### config.mk
export PLATFORM = sky130hd
export DESIGN_NAME = cfg_bank_readback
export DESIGN_NICKNAME = d
export VERILOG_FILES = /design/src/rtl/cfg_bank_readback.sv
export SDC_FILE = /design/constraint.sdc
export NUM_CORES = 1
export LEC_CHECK = 0
export BUFFER_PORTS_ARGS = -buffer_cell sky130_fd_sc_hd__buf_2
export CAP_MARGIN = 20
export CORE_MARGIN = 10
export CORE_UTILIZATION = 40
export CTS_BUF_LIST = sky130_fd_sc_hd__clkbuf_2
export DETAILED_ROUTE_END_ITERATION = 10
export PLACE_DENSITY = 0.64
export SLEW_MARGIN = 40
export SYNTH_ARGS = -nofsm -noshare
export SYNTH_HDL_FRONTEND = slang
export SYNTH_SLANG_ARGS = --single-unit
### constraint.sdc
create_clock -name clk -period 3 [get_ports clk]
set_input_delay 0.6 -clock clk [delete_from_list [all_inputs] [get_ports clk]]
set_output_delay 0.6 -clock clk [all_outputs]
set_load 0.005 [all_outputs]
### src/rtl/cfg_bank_readback.sv
// Configuration-memory readback sequencer: strobes each wordline, captures the bitline row and
// streams it as OUT_W-bit words. Optional trailing CRC-32 word when CFG_READBACK_CRC_EN is defined.
module cfg_bank_readback #(
    parameter int unsigned BL_WIDTH = 514,
    parameter int unsigned WL_COUNT = 407,
    parameter int unsigned OUT_W    = 32,
    parameter int unsigned READ_LAT = 1,
    localparam int unsigned AW      = (WL_COUNT > 1) ? $clog2(WL_COUNT) : 1
) (
    input  logic                clk,
    input  logic                rst,
    input  logic                start,
    output logic                busy,
    output logic                done,
    output logic                wl_en,
    output logic [AW-1:0]       wl_addr,
    input  logic [BL_WIDTH-1:0] bl_rdata,
    output logic [OUT_W-1:0]    out_data,
    output logic                out_valid,
    input  logic                out_ready,
    output logic                out_last
);
    localparam int unsigned WPR = (BL_WIDTH + OUT_W - 1) / OUT_W;
    localparam int unsigned KW  = (WPR > 1) ? $clog2(WPR) : 1;
    localparam int unsigned LW  = (READ_LAT > 1) ? $clog2(READ_LAT) : 1;
    localparam int unsigned RW  = WPR * OUT_W;

    typedef enum logic [2:0] {StIdle, StStrobe, StWait, StSend, StCrc, StFinal} state_e;

    state_e            state_q, state_d;
    logic [AW-1:0]     r_q, r_d;
    logic [KW-1:0]     k_q, k_d;
    logic [LW-1:0]     lat_q, lat_d;
    logic [RW-1:0]     row_q, row_d;
    logic [OUT_W-1:0]  word_q;
    logic              row_last, word_last;

    logic              busy_d, done_d, wl_en_d, out_valid_d, out_last_d;
    logic [AW-1:0]     wl_addr_d;
    logic [OUT_W-1:0]  out_data_d;

`ifdef CFG_READBACK_CRC_EN
    logic [31:0] crc_q, crc_d;

    // MSB-first, non-reflected CRC-32 over one output word.
    function automatic logic [31:0] crc32_word(input logic [31:0] crc,
                                               input logic [OUT_W-1:0] data);
        logic [31:0] c;
        c = crc;
        for (int i = int'(OUT_W) - 1; i >= 0; i--) begin
            if (c[31] ^ data[i]) c = (c << 1) ^ 32'h04C11DB7;
            else                 c = c << 1;
        end
        return c;
    endfunction
`endif

    assign word_q    = row_q[k_q*OUT_W +: OUT_W];
    assign row_last  = (r_q == AW'(WL_COUNT - 1));
    assign word_last = (k_q == KW'(WPR - 1));

    always_comb begin
        state_d = state_q;
        r_d     = r_q;
        k_d     = k_q;
        lat_d   = lat_q;
        row_d   = row_q;
`ifdef CFG_READBACK_CRC_EN
        crc_d   = crc_q;
`endif
        unique case (state_q)
            StIdle: begin
                if (start) begin
                    r_d     = '0;
                    state_d = StStrobe;
`ifdef CFG_READBACK_CRC_EN
                    crc_d   = 32'hFFFF_FFFF;
`endif
                end
            end
            StStrobe: begin
                lat_d   = LW'(READ_LAT - 1);
                state_d = StWait;
            end
            StWait: begin
                if (lat_q == '0) begin
                    row_d               = '0;
                    row_d[BL_WIDTH-1:0] = bl_rdata;
                    k_d                 = '0;
                    state_d             = StSend;
                end else begin
                    lat_d = lat_q - 1'b1;
                end
            end
            StSend: begin
                if (out_ready) begin
`ifdef CFG_READBACK_CRC_EN
                    crc_d = crc32_word(crc_q, word_q);
`endif
                    if (word_last) begin
                        k_d = '0;
                        if (row_last) begin
`ifdef CFG_READBACK_CRC_EN
                            state_d = StCrc;
`else
                            state_d = StFinal;
`endif
                        end else begin
                            r_d     = r_q + 1'b1;
                            state_d = StStrobe;
                        end
                    end else begin
                        k_d = k_q + 1'b1;
                    end
                end
            end
            StCrc: begin
                if (out_ready) state_d = StFinal;
            end
            StFinal: state_d = StIdle;
            default: state_d = StIdle;
        endcase
    end

    // Output registers are loaded from next-state values so they line up with the state.
    always_comb begin
        busy_d      = (state_d == StStrobe) || (state_d == StWait) ||
                      (state_d == StSend) || (state_d == StCrc);
        done_d      = (state_d == StFinal);
        wl_en_d     = (state_d == StStrobe);
        wl_addr_d   = wl_en_d ? r_d : '0;
        out_valid_d = (state_d == StSend) || (state_d == StCrc);
        out_data_d  = '0;
        out_last_d  = 1'b0;
        if (state_d == StSend) begin
            out_data_d = row_d[k_d*OUT_W +: OUT_W];
`ifndef CFG_READBACK_CRC_EN
            out_last_d = (k_d == KW'(WPR - 1)) && (r_d == AW'(WL_COUNT - 1));
`endif
        end
`ifdef CFG_READBACK_CRC_EN
        if (state_d == StCrc) begin
            out_data_d = OUT_W'(crc_d);
            out_last_d = 1'b1;
        end
`endif
    end

    always_ff @(posedge clk) begin
        if (rst) begin
            state_q   <= StIdle;
            r_q       <= '0;
            k_q       <= '0;
            lat_q     <= '0;
            row_q     <= '0;
            busy      <= 1'b0;
            done      <= 1'b0;
            wl_en     <= 1'b0;
            wl_addr   <= '0;
            out_valid <= 1'b0;
            out_data  <= '0;
            out_last  <= 1'b0;
`ifdef CFG_READBACK_CRC_EN
            crc_q     <= 32'hFFFF_FFFF;
`endif
        end else begin
            state_q   <= state_d;
            r_q       <= r_d;
            k_q       <= k_d;
            lat_q     <= lat_d;
            row_q     <= row_d;
            busy      <= busy_d;
            done      <= done_d;
            wl_en     <= wl_en_d;
            wl_addr   <= wl_addr_d;
            out_valid <= out_valid_d;
            out_data  <= out_data_d;
            out_last  <= out_last_d;
`ifdef CFG_READBACK_CRC_EN
            crc_q     <= crc_d;
`endif
        end
    end
endmodule

==> impl_results.md, run 1 <==
- CTS resizes: 0
- # rows: 93
- Seq/Total Area, Yosys: 0.463
- Yosys warnings: 0
- Starting Density: 0.406
- Cell variety after synth: 58
- Dpl ws: -0.00928 ns
- H-tree depth: 4
- Outcome: aborted with a tool error
- Number of buffers added on ports: 563
- Post-CTS setup buffers: 0
- Post-CTS Hold Buffers: 1,027
- Top_reg_cell synth: dfxtp_1
- Fail Step: clock tree synthesis
- Cells after Synth: 3,553
- FF+latch count, synth: 607
- Mapped Area: 26,200 um^2
- GP Congestion: 0.967
- Die span in x: 276 um
- Post-Syn Nets: 4,075
- Die H: 276 um
- Total CTS buffers: 160
- DP Area: 30,900 um^2
- Buffer depth of the longest clock path: 3
- IO Pins: 564
- Asr flop ratio synth: 0
- Sink Count: 607
- Clock Tree Root: clkbuf_2
- Post-synth EDFFs: 0
- Err: [ERROR RSZ-0060] Max buffer count reached.
- Post-Syn Area per Cell: 7.38 um^2
- Hpwl dp: 87.0 mm
## kinds of logic after synthesis
kind of cell             share of synthesized area
buffers and inverters                       0.0526
adder cells (fa/ha/maj)                    0.00191
flip-flops                                   0.463
multiplexers                                0.0150
AND/OR/NAND/NOR                              0.243
AO/OA/AOI/OAI                                0.224
XOR/XNOR                                   0.00100
## cells in the mapped netlist, drive strengths merged, types with 3 or more instances
cell type,number,area (um^2)
o22ai,29,181
and3,58,363
o2111ai,4,35.0
nand4,6,43.8
o21ai,79,399
dfxtp,607,12200
o21a,3,22.5
nor2,36,135
a21o,4,30.0
ha,4,50.1
o32ai,30,263
a211oi,60,450
nor2b,8,50.1
nand2b,4,25.0
mux2i,37,370
nor4,3,18.8
a21oi,561,2810
and2,34,213
a31oi,74,463
a22oi,56,420
buf,71,374
a221oi,30,263
or3,4,30.0
nand2,1322,4970
clkbuf,233,875
nor3,6,52.6
nand3,69,345
o211ai,59,443
inv,35,131
## stage by stage
| stage | utilization | TNS, ns | std cells |
|---|---|---|---|
| floorplan | - | 0 | 3553 |
| global placement | 0.477 | 0 | 4864 |
| detailed placement | 0.477 | -0.00928 | 4864 |
==> inputs of run 2 (changes only) <==
--- a/config.mk
+++ b/config.mk
@@ -8,10 +8,9 @@
 export BUFFER_PORTS_ARGS = -buffer_cell sky130_fd_sc_hd__buf_2
 export CAP_MARGIN = 20
 export CORE_MARGIN = 10
-export CORE_UTILIZATION = 40
-export CTS_BUF_LIST = sky130_fd_sc_hd__clkbuf_2
+export CORE_UTILIZATION = 25
 export DETAILED_ROUTE_END_ITERATION = 10
-export PLACE_DENSITY = 0.64
+export PLACE_DENSITY_LB_ADDON = 0.15
 export SLEW_MARGIN = 40
 export SYNTH_ARGS = -nofsm -noshare
 export SYNTH_HDL_FRONTEND = slang
==> impl_results.md, run 2 <==
- WHS: 0.196 ns
- Max Clock Skew: 0.0318 ns
- CP max FO: 30
- GRT overflow: 0
- Final nets: 4,623
- CTS tree: yes
- Initial antenna violation count: 71
- Fmax: 348 MHz
- Core Util, Final: 0.333
- Reg2reg path depth: 12
- Final period utilization: 0.958
- Die span in x: 344 um (was 276 um)
- Most frequent cells in the layout: nand2_1, dfxtp_1, buf_2, a21oi_1, buf_4
- Dpl cells: 5,400 (was 4,864)
- Reg with most FFs: row_q
- Largest area contributor in the netlist: dfxtp_1 (unchanged)
- FF+latch count, synth: 607 (unchanged)
- Worst hold endpoint: row_q[446]$_SDFF_PP0_
- Max FFs per register: 544
- Post-Syn Nets: 4,075 (unchanged)
- H-tree depth: 3 (was 4)
- Post-CTS Hold Buffers: 0 (was 1,027)
- IO Pins: 564 (unchanged)
- # rows: 118 (was 93)
- HP Class: input pin to flip-flop
- Vias per inst: 4.94
- CP Class: flip-flop to flip-flop
- Total CTS buffers: 75 (was 160)
- GP Congestion: 0.884 (was 0.967)
- Asr flop ratio synth: 0 (unchanged)
- Largest net degree at the start of global routing: 168
- Starting DRC count in detailed routing: 2,368
- Vias in the first global route: 26,600
- P_leak: 13.5 nW
- Die H: 344 um (was 276 um)
- Mapped Area: 26,200 um^2 (unchanged)
- Final Hold Viols: 0
- Reg2Reg Setup Slack: 0.12 ns
- First-pass GRT wire length: 189 mm
- Worst EP required: 3.49 ns
- Max_cap viols: 0
- Sink Count: 607 (unchanged)
- Peak VDD IR: 0.000331 V
- Nature of the critical path startpoint: flip-flop
- Routed Wire Length: 136 mm
- Hpwl dp: 103 mm (was 87.0 mm)
- Clock Tree Root: clkbuf_16 (was clkbuf_2)
- Worst skew pair latency: 0.64 ns
- R2r startpoint: k_q[0]$_SDFF_PP0_
- Most instantiated library cell after synthesis: nand2_1 (unchanged)
- DRC viols: 0
- Worst Min Path Start: bl_rdata[446]
- Post-synth EDFFs: 0 (unchanged)
- Seq/Total Area, Yosys: 0.463 (unchanged)
- Cell variety after synth: 58 (unchanged)
- Via Count: 27,400
- Drt wl/cell: 24.5 um
- CORE AREA: 104,000 um^2
- WP data arrival: 3.36 ns
- Top-area cell type share of the netlist area: 0.463 (unchanged)
- Hold path depth: 3
- Top flop regs: row_q (544), out_data (32)
- Post-route ant nets: 0
- Final Max Slew Viols: 0
- Relative slew margins: 0.469
- Cells after Synth: 3,553 (unchanged)
- Layout cells sized above 1: 0.227
- Clock slew at reported path FFs: 0.06 ns
- Number of buffers added on ports: 563 (unchanged)
- GRT Util Overall: 0.217
- Most common cell after layout, fill and taps aside: nand2_1
- 1st-pass router iterations: 5
- Top cells by count, synth: nand2_1, dfxtp_1, a21oi_1 (unchanged)
- Die ar.: 118,000 um^2
- Pwr per Cell Area: 591 nW/um^2
- Starting Density: 0.253 (was 0.406)
- Top_reg_cell synth: dfxtp_1 (unchanged)
- Minimum clock period after layout: 2.88 ns
- Tightest Pin Transition: 0.794 ns
- # setup viols final: 0
- Dpl ws: -0.575 ns (was -0.00928 ns)
- Fin worst setup slack: 0.125 ns
- Buffer depth of the longest clock path: 3 (unchanged)
- CP endpoint kind: flip-flop
- Yosys warnings: 0 (unchanged)
- Outcome: completed (was aborted with a tool error)
- Ranking of synthesized cells by area: dfxtp_1, nand2_1, a21oi_1 (unchanged)
- Synthesis-to-finish area growth: 31.6%
- Total power: 20.4 mW
- R2R Path End: out_data[16]$_SDFF_PP0_
- Non-Filler Instances: 5,555
- Post-Syn Area per Cell: 7.38 um^2 (unchanged)
## run 2: cell counts after synthesis
No cell type changed its count.
## run 2: metal layers
layer  routed length, um  global-route usage
met2               63100               0.350
met5                 276                   0
met1               56800               0.276
met3               11200              0.0571
met4                4540              0.0799
## run 2: worst max path at each step
stage                            startpoint                      end  cells past startpoint
final                     k_q[0]$_SDFF_PP0_  out_data[16]$_SDFF_PP0_                     12
after global routing      k_q[0]$_SDFF_PP0_  out_data[22]$_SDFF_PP0_                     12
after CTS                 k_q[0]$_SDFF_PP0_  out_data[10]$_SDFF_PP0_                     12
after detailed placement          out_ready  out_data[13]$_SDFF_PP0_                     11
after global placement            out_ready  out_data[12]$_SDFF_PP0_                     11
after floorplan           k_q[0]$_SDFF_PP0_      out_last$_SDFF_PP0_                      8
## run 2: repair_timing
| action | CTS | global route |
|---|---|---|
| setup buffers | 0 | 2 |
| setup endpoints to repair | 10 | 23 |
| gates resized for setup | 12 | 19 |
| cloned | 0 | 1 |
| endpoints found under the hold margin | 0 | 0 |
| pin swaps | 0 | 5 |
## run 2: cell type report
class                      count  area, um^2
fill                       11400       69300
multi-input combinational   2607       13000
sequential                   607       12200
timing repair buffer         775        5070
clock buffer                 108        2200
tap                         1380        1730
clock inverter                25         221
inverter                      35         131
antenna                       18        45.0
## run 2: power by group
group | internal [mW] | switching [mW] | total, mW
clock network | 5.29 | 3.79 | 9.08
registers | 8.46 | 0.263 | 8.73
logic | 0.975 | 1.62 | 2.59
total | 14.7 | 5.67 | 20.4
## run 2: cells by family after synthesis
kind of cell | share of synthesized area
compound gates | 0.224
xor+xnor | 0.00100
fa+ha+maj | 0.00191
buf+inv | 0.0526
flops | 0.463
mux | 0.0150
simple gates | 0.243
## run 2: through the flow
step           cell area [um^2]  setup TNS [ns]
4_1_cts                   34300       -0.000139
2_1_floorplan             26200               0
6_report                  34500               0
3_3_place_gp              31700           -6.17
3_5_place_dp              31800           -6.17
5_1_grt                   34500        -0.00680
## run 2: critical path, stage by stage, from the launching register on
cell	delay, ns
dfxtp_1	0.32
inv_2	0.09
ha_2	0.23
nand4bb_4	0.20
buf_12	0.23
nand2_2	0.13
o21ai_4	0.11
buf_12	0.21
a221oi_1	0.42
o21ai_1	0.16
buf_4	0.19
a22oi_1	0.30
o211ai_1	0.14
Note: power is estimated with default switching activity, not from simulation.
==> inputs of run 3 (changes only) <==
--- a/config.mk
+++ b/config.mk
@@ -5,12 +5,14 @@
 export SDC_FILE = /design/constraint.sdc
 export NUM_CORES = 1
 export LEC_CHECK = 0
+export ABC_CLOCK_PERIOD_IN_PS = 3000
 export BUFFER_PORTS_ARGS = -buffer_cell sky130_fd_sc_hd__buf_2
 export CAP_MARGIN = 20
 export CORE_MARGIN = 10
 export CORE_UTILIZATION = 25
 export DETAILED_ROUTE_END_ITERATION = 10
 export PLACE_DENSITY_LB_ADDON = 0.15
+export RECOVER_POWER = 25
 export SLEW_MARGIN = 40
 export SYNTH_ARGS = -nofsm -noshare
 export SYNTH_HDL_FRONTEND = slang
==> impl_results.md, run 3 (synthesis results as in run 2) <==
- Drt wl/cell: 24.5 um (about the same)
- Outcome: completed (unchanged)
- Number of buffers added on ports: 563 (unchanged)
- 1st-pass router iterations: 5 (unchanged)
- Worst skew pair latency: 0.64 ns (about the same)
- Minimum clock period after layout: 2.91 ns (was 2.88 ns)
- Dpl cells: 5,400 (unchanged)
- Peak VDD IR: 0.000334 V (was 0.000331 V)
- Clock slew at reported path FFs: 0.06 ns (about the same)
- Max FFs per register: 544 (unchanged)
- Clock Tree Root: clkbuf_16 (unchanged)
- Top flop regs: row_q (544), out_data (32) (unchanged)
- Sink Count: 607 (unchanged)
- P_leak: 13.3 nW (was 13.5 nW)
- CP Class: flip-flop to flip-flop (unchanged)
- CP max FO: 43 (was 30)
- Filler cell count: 11,500 (was 11,400)
- # setup viols final: 0 (unchanged)
- Slowest stage delay, CP: 0.50 ns (was 0.42 ns)
- Vias in the first global route: 26,600 (unchanged)
- R2R Path End: out_data[7]$_SDFF_PP0_ (was out_data[16]$_SDFF_PP0_)
- IO Pins: 564 (unchanged)
- Tightest Pin Transition: 1.46 ns (was 0.794 ns)
- CP max stage cell: dfxtp_1 (was a221oi_1)
- Fin worst setup slack: 0.0922 ns (was 0.125 ns)
- DRC viols: 0 (unchanged)
- Layout cells sized above 1: 0.215 (was 0.227)
- Dpl ws: -0.575 ns (unchanged)
- WP data arrival: 3.47 ns (was 3.36 ns)
- Total CTS buffers: 75 (unchanged)
- H-tree depth: 3 (unchanged)
- Total power: 20.4 mW (about the same)
- Hold path depth: 3 (unchanged)
- Starting DRC count in detailed routing: 2,429 (was 2,368)
- Max_cap viols: 0 (unchanged)
- Area occupied by multi-input gates: 13,000 um^2 (unchanged)
- GP Congestion: 0.884 (unchanged)
- Non-Filler Instances: 5,560 (was 5,555)
- Die span in x: 344 um (unchanged)
- Worst hold endpoint: row_q[446]$_SDFF_PP0_ (unchanged)
- WHS: 0.194 ns (was 0.196 ns)
- Nature of the critical path startpoint: flip-flop (unchanged)
- Final period utilization: 0.969 (was 0.958)
- Reg2Reg Setup Slack: 0.09 ns (was 0.12 ns)
- # rows: 118 (unchanged)
- HP Class: input pin to flip-flop (unchanged)
- Pwr per Cell Area: 592 nW/um^2 (was 591 nW/um^2)
- Core Util, Final: 0.332 (was 0.333)
- Post-CTS Hold Buffers: 0 (unchanged)
- CP most frequent cell: buf_4 (was buf_12)
- Via Count: 27,500 (was 27,400)
- Die H: 344 um (unchanged)
- Largest net degree at the start of global routing: 168 (unchanged)
- Worst Min Path Start: bl_rdata[446] (unchanged)
- CP endpoint kind: flip-flop (unchanged)
- GRT Util Overall: 0.217 (unchanged)
- Reg area: 12,200 um^2 (unchanged)
- Reg2reg path depth: 11 (was 12)
- Relative slew margins: 0.0256 (was 0.469)
- Synthesis-to-finish area growth: 31.3% (was 31.6%)
- Buffer depth of the longest clock path: 3 (unchanged)
- Routed Wire Length: 136 mm (about the same)
- R2r startpoint: state_q[1]$_SDFF_PP0_ (was k_q[0]$_SDFF_PP0_)
- Post-route ant nets: 0 (unchanged)
- Most common cell after layout, fill and taps aside: nand2_1 (unchanged)
- Die ar.: 118,000 um^2 (unchanged)
- Final nets: 4,623 (unchanged)
- Hpwl dp: 103 mm (unchanged)
- Final Hold Viols: 0 (unchanged)
- Most frequent cells in the layout: nand2_1, dfxtp_1, a21oi_1, buf_2, buf_4 (was nand2_1, dfxtp_1, buf_2, a21oi_1, buf_4)
- Max Clock Skew: 0.0327 ns (was 0.0318 ns)
- GRT overflow: 0 (unchanged)
- Fmax: 344 MHz (was 348 MHz)
- Vias per inst: 4.94 (about the same)
- Final Max Slew Viols: 0 (unchanged)
- CP cell instances: nand2b_1 > buf_4 > o21ai_1 > o21a_4 > buf_12 > buf_4 > o21ai_1 > o32ai_2 > a22oi_1 > buf_4 > o211ai_1 (was inv_2 > ha_2 > nand4bb_4 > buf_12 > nand2_2 > o21ai_4 > buf_12 > a221oi_1 > o21ai_1 > buf_4 > a22oi_1 > o211ai_1)
- Reg with most FFs: row_q (unchanged)
- Initial antenna violation count: 71 (unchanged)
- CTS tree: yes (unchanged)
- Worst EP required: 3.56 ns (was 3.49 ns)
- CORE AREA: 104,000 um^2 (unchanged)
- Starting Density: 0.253 (unchanged)
- First-pass GRT wire length: 189 mm (unchanged)
run 3: how the worst max path moves through the flow:
stage	from	to	slack, ns	depth (start not counted)
floorplan	k_q[0]$_SDFF_PP0_	out_last$_SDFF_PP0_	0.73	8
global placement	out_ready	out_data[12]$_SDFF_PP0_	-0.60	11
detailed placement	out_ready	out_data[13]$_SDFF_PP0_	-0.57	11
CTS	k_q[0]$_SDFF_PP0_	out_data[10]$_SDFF_PP0_	-0.0001	12
global route	k_q[0]$_SDFF_PP0_	out_data[22]$_SDFF_PP0_	-0.003	12
finish	state_q[1]$_SDFF_PP0_	out_data[7]$_SDFF_PP0_	0.09	11
run 3: worst max-delay path, delay by kind of cell (launching register included):
kind,cells,cell delay (ns)
buf+inv,4,0.82
simple gates,1,0.16
flops,1,0.50
compound gates,6,1.33
run 3: per-layer routing:
| layer | vias to the layer above | wire, um | GRT usage |
|---|---|---|---|
| li1 | 13200 | - | - |
| met1 | 13000 | 57200 | 0.276 |
| met2 | 920 | 63100 | 0.350 |
| met3 | 247 | 10900 | 0.0571 |
| met4 | 44 | 4440 | 0.0799 |
| met5 | - | 276 | 0 |
run 3: stage by stage:
stage / area (um^2) / TNS [ns]
after floorplan: 26200 / 0
after global placement: 31700 / -6.17
after detailed placement: 31800 / -6.17
after CTS: 34300 / -0.000139
after global routing: 34400 / -0.00259
final: 34400 / 0
run 3: repair_timing:
item / in CTS / in global routing
setup endpoints to repair: 10 / 23
resized for setup: 12 / 19
gates cloned: 0 / 1
pin swaps: 0 / 5
buffers inserted: 0 / 2
run 3: area by class of cell:
type                    instances  area share
clock inverters                25     0.00643
multi-input cells            2607       0.376
flip-flops and latches        607       0.353
inverters                      35     0.00381
well taps                    1380      0.0501
diodes                         23     0.00167
repair buffers                775       0.145
clock buffers                 108      0.0640
run 3: report_power, final:
| group | internal (mW) | leakage (nW) | total [mW] | switching [mW] |
|---|---|---|---|---|
| Clock | 5.29 | 1.20 | 9.09 | 3.80 |
| Combinational | 0.965 | 7.12 | 2.58 | 1.62 |
| Sequential | 8.46 | 4.94 | 8.73 | 0.264 |
